File: src/rtl/ps2_rx.sv
// ps2_rx: PS/2 device-to-host byte receiver with sync, glitch filter, parity/stop check and timeout.
module ps2_rx #(
  parameter int FILTER_LEN     = 8,
  parameter int TIMEOUT_CYCLES = 20000
) (
  input  logic       clk,
  input  logic       rst,
  input  logic       ps2_clk,
  input  logic       ps2_data,
  output logic [7:0] rx_data,
  output logic       rx_valid,
  output logic       rx_err,
  output logic       busy
);
  localparam int TW = $clog2(TIMEOUT_CYCLES + 1);
  typedef enum logic [1:0] {IDLE, DATA, PARITY, STOP} state_t;
  state_t r_state, w_next;
  logic r_clk_s1, r_clk_s2, r_dat_s1, r_dat_s2;
  logic r_filt, r_filt_d, r_fall, r_bit, r_par, r_valid, r_err;
  logic [7:0] r_fcnt, r_shift, r_data;
  logic [2:0] r_bcnt;
  logic [TW-1:0] r_tcnt;
  logic w_tout, w_ok, w_bad;
  assign rx_data  = r_data;
  assign rx_valid = r_valid;
  assign rx_err   = r_err;
  assign busy     = r_state != IDLE;
  assign w_tout   = r_state != IDLE && r_tcnt == TW'(TIMEOUT_CYCLES - 1);
  always_comb begin
    w_next = r_state;
    w_ok   = 1'b0;
    w_bad  = 1'b0;
    if (r_fall) begin
      case (r_state)
        IDLE:    w_next = r_bit ? IDLE : DATA;
        DATA:    w_next = r_bcnt == 3'd7 ? PARITY : DATA;
        PARITY:  w_next = STOP;
        default: begin
          w_next = IDLE;
          w_ok   = r_bit & ^{r_shift, r_par};
          w_bad  = ~w_ok;
        end
      endcase
    end else if (w_tout) begin
      w_next = IDLE;
      w_bad  = 1'b1;
    end
  end
  always_ff @(posedge clk) begin
    if (rst) begin
      r_state  <= IDLE;
      r_clk_s1 <= 1'b1;
      r_clk_s2 <= 1'b1;
      r_dat_s1 <= 1'b1;
      r_dat_s2 <= 1'b1;
      r_filt   <= 1'b1;
      r_filt_d <= 1'b1;
      r_fall   <= 1'b0;
      r_bit    <= 1'b1;
      r_fcnt   <= '0;
      r_tcnt   <= '0;
      r_bcnt   <= '0;
      r_shift  <= '0;
      r_par    <= 1'b0;
      r_data   <= '0;
      r_valid  <= 1'b0;
      r_err    <= 1'b0;
    end else begin
      r_state  <= w_next;
      r_clk_s1 <= ps2_clk;
      r_clk_s2 <= r_clk_s1;
      r_dat_s1 <= ps2_data;
      r_dat_s2 <= r_dat_s1;
      // a disagreeing sample run must last FILTER_LEN cycles before the filtered clock follows
      r_fcnt   <= (r_clk_s2 == r_filt || r_fcnt == 8'(FILTER_LEN - 1)) ? 8'd0 : r_fcnt + 8'd1;
      r_filt   <= (r_clk_s2 != r_filt && r_fcnt == 8'(FILTER_LEN - 1)) ? r_clk_s2 : r_filt;
      r_filt_d <= r_filt;
      r_fall   <= r_filt_d & ~r_filt;
      r_bit    <= r_dat_s2;
      r_tcnt   <= (r_fall || r_state == IDLE || w_tout) ? '0 : r_tcnt + 1'b1;
      r_valid  <= w_ok;
      r_err    <= w_bad;
      if (w_ok) r_data <= r_shift;
      if (r_fall && r_state == IDLE) r_bcnt <= 3'd0;
      if (r_fall && r_state == DATA) begin
        r_shift <= {r_bit, r_shift[7:1]};
        r_bcnt  <= r_bcnt + 3'd1;
      end
      if (r_fall && r_state == PARITY) r_par <= r_bit;
    end
  end
endmodule

File: config.mk
export PLATFORM = sky130hd
export DESIGN_NAME = ps2_rx
export DESIGN_NICKNAME = d
export VERILOG_FILES = /design/src/rtl/ps2_rx.sv
export SDC_FILE = /design/constraint.sdc
export NUM_CORES = 1
export LEC_CHECK = 0
export BUFFER_PORTS_ARGS = -buffer_cell sky130_fd_sc_hd__buf_4
export CAP_MARGIN = 5
export CORE_MARGIN = 5
export CORE_UTILIZATION = 55
export DETAILED_ROUTE_END_ITERATION = 7
export GPL_TIMING_DRIVEN = 0
export PLACE_DENSITY = 0.8
export SLEW_MARGIN = 20
export SYNTH_ARGS = -nofsm -noshare
export SYNTH_HDL_FRONTEND = slang
export SYNTH_SLANG_ARGS = --single-unit
File: constraint.sdc
create_clock -name clk -period 5.33 [get_ports clk]
set_input_delay 1.599 -clock clk [delete_from_list [all_inputs] [get_ports clk]]
set_output_delay 1.599 -clock clk [all_outputs]
set_load 0.03 [all_outputs]
==> metrics.md <==
| Metric | Value |
|---|---|
| Die width | 75.4 µm |
| Minimum clock period | 2880 ps |
| Core area | 0.00409 mm² |
| Final setup viols | 0 |
| FF-to-FF setup slack | between 3000 and 4000 ps |
| Longest Clk Path Bufs | 2 |
| IO Pins | 15 |
| Reg2reg path depth | 7 |
| Global route overflow | 0 |
| CTS Hold Bufs | 0 |
| Register area share after synthesis | 46.8% |
| Period Utilization, post-route | 54.1% |
| Final worst slack | roughly 2400 ps |
| Worst-Margin Slew | 562 ps |
| Worst EP required | 3730 ps |
| Slowest cell on crit path | dfxtp_1 |
| Drt via density | 5.26 |
| Mapped cell area | 0.00235 mm² |
| Total wire length | 3810 µm |
| Post-synth top flop | dfxtp_1 |
| Synth Instances | 248 |
| Met2 wire length | 1780 µm |
| DRC Markers | 0 |
| Final Hold Fails | 0 |
| Place WS | about 2600 ps |
| Fill cells | 355 |
| Number of port buffers | 14 |
| Layout Skew | 7.43 ps |
| Rel. slew slack | 62.5% |
| Syn_area_per_cell | 9.49 µm² |
| Antenna violations before repair | 0 |
| Hold path endpoint | r_bit$_SDFF_PP1_ |
| Final TNS setup | 0 ps |
| Critical path's top delay family | buffers and inverters |
| Buffer and inverter count on the worst path | 3 |
| CP Capture Type | primary output |
| Clk_lat worst skew | 310 ps |
| Leakage Power | 0.960 nW |
| FP Rows | 23 |
| Die ar. | about 0.0057 mm² |
| Root Buffer Master | clkbuf_8 |
| Net Count, Synth | between 200 and 300 |
| Most common cell in the netlist | dfxtp_1 |
| RSZ-0062 raised after global routing | no |
| Leading area contributor after synthesis | dfxtp_1 |
| Die height | 75.4 µm |
| First drt pass iteration count | 4 |
| Min-Delay Startpoint | r_dat_s2$_SDFF_PP1_ |
| Crit path kind | reg -> out |
| Metal-1 WL | approximately 1800 µm |
| CP peak stage delay | between 300 and 400 ps |
| All-layer global routing usage | 15.0% |
| Synth-to-layout area growth | 11.3% |
| Yosys cell types | 38 |
| CTS Buf Count | 5 |
| CP cell instances | clkbuf_1 -> nor2_1 -> inv_1 -> buf_4 |
| Post-synth top area share | 46.8% |
| Vias | 1682 |
| CTS tree | yes |
| Synth async-reset ratio | 0% |
| Min Hold Slack | 415 ps |
| Post-CTS sizing | 0 |
| Util after Layout | 64.1% |
| First-pass GRT wire length | ~6600 µm |
| ANT cells | 0 |
| Worst r2r src | r_tcnt[0]$_SDFF_PP0_ |
| Vias in the first global route | about 1500 |
| FF/Latch Area | 0.00110 mm² |
| Critical path arrival | 1280 ps |
| Hold Crit Depth | 1 |
| GP Congestion | 0.791 |
| Postcts setup bufs | 0 |
| FF+latch count, synth | 55 |
| Sinks on the clock net | between 50 and 60 |
| F_max | 0.347 GHz |
| Antenna Nets Post-Route | 0 |
| Top Layer Used | met4 |
| Top cells by area, synth | dfxtp_1 47%, mux2i_1 7.7%, nor2_1 5.6% |
| Share of cells above drive strength 1 | 12.6% |
| FF-to-FF End | r_tcnt[4]$_SDFF_PP0_ |
| Initial Util | 57.6% |
| Wire per inst | between 10 and 15 µm |
| Met3 routed WL | 140 µm |
| Max-cap violation count | 0 |
| Area of the multi-input gates | between 0.001 and 0.0015 mm² |
| Synth cell count leaders | 55 x dfxtp_1, 35 x nor2_1, 18 x mux2i_1 |
| PwrDens | 253 mW/mm² |
| # nets final | 277 |
| Hold crit path type | reg -> reg |
| EDFF count, synth | 0 |
| Setup crit start kind | flop |
| Synth Warn # | 0 |
| Largest net degree at the start of global routing | 18 |
| Drt initial violations | 98 |
| Outcome | finished clean |
| Crit Path Max Fanout | 9 |
| Post-DP HPWL | 2680 µm |
| H-tree depth | 2 |
| Max Slew Vio Count | 0 |
| Peak supply drop | 0.000197 V |
| Clock-pin slew on the worst setup and hold paths | 100 ps |
state kept, by name (all words and copies together) (netlist names), 2 cells and up:
name,count
r_tcnt,15
r_fcnt,8
r_shift,8
rx_data,8
r_bcnt,3
r_state,2
metal layers:
| layer | vias to the layer above | track usage, % |
|---|---|---|
| met5 | - | 0 |
| met4 | 0 | 5.24 |
| met3 | 5 | 3.96 |
| met2 | 23 | 24.8 |
| met1 | 784 | 19.1 |
| li1 | 870 | - |
kinds of logic after synthesis:
| family | share of synthesized area (%) |
|---|---|
| simple gates | 25.5 |
| flops | 46.8 |
| xor+xnor | 10.7 |
| mux | 8.13 |
| buf+inv | 3.19 |
| compound gates | 3.51 |
| fa+ha+maj | 2.13 |
report_power, final:
part	total, mW	switching [mW]	internal (mW)
sequential	0.413	0.000878	0.412
clock	0.239	0.133	0.106
combinational	0.0110	0.00579	0.00525
layout make-up:
| type | count | area share [%] |
|---|---|---|
| multi-input combinational | 175 | 44.9 |
| clock inverter | 2 | 0.621 |
| sequential | 55 | 42.0 |
| timing repair buffer | 14 | 4.01 |
| clock buffer | 6 | 3.15 |
| buffer | 11 | 1.86 |
| tap | 50 | 2.39 |
| inverter | 7 | 1.00 |
worst max path at each step:
stage,from,end,slack [ps],depth (start not counted)
after floorplan,r_state[1]$_SDFFE_PP0P_,busy,2890,3
after global placement,rst,r_shift[7]$_SDFFE_PP0P_,2690,4
after detailed placement,rst,r_bcnt[0]$_SDFFE_PP0P_,2620,4
after CTS,r_state[1]$_SDFFE_PP0P_,busy,2440,4
after global routing,r_state[1]$_SDFFE_PP0P_,busy,2330,4
final,r_state[1]$_SDFFE_PP0P_,busy,2450,4
metrics by stage:
step                      power (mW)  instance area (µm²)  cells
after floorplan                0.430                 2350    248
after global placement         0.434                 2520    312
after detailed placement       0.434                 2520    312
after CTS                      0.671                 2620    320
after global routing           0.690                 2620    320
final                          0.663                 2620    320
layout by cell type (no fill, tap or decap), types with 4 or more instances in the layout:
cell type / synthesis / layout
nand4_1: 5 / 5
inv_1: 7 / 7
nand2b_1: 17 / 17
ha_1: 4 / 4
mux2i_1: 18 / 18
or2_2: 7 / 7
nand2_1: 13 / 13
xor2_1: 12 / 12
clkbuf_8: 0 / 6
a21oi_1: 7 / 7
dfxtp_1: 55 / 55
xnor2_1: 9 / 9
nor3_1: 4 / 4
clkbuf_1: 9 / 9
nor2_1: 35 / 35
nand3_1: 12 / 12
buf_4: 0 / 14
No activity file was read; power rests on OpenSTA's default activity.
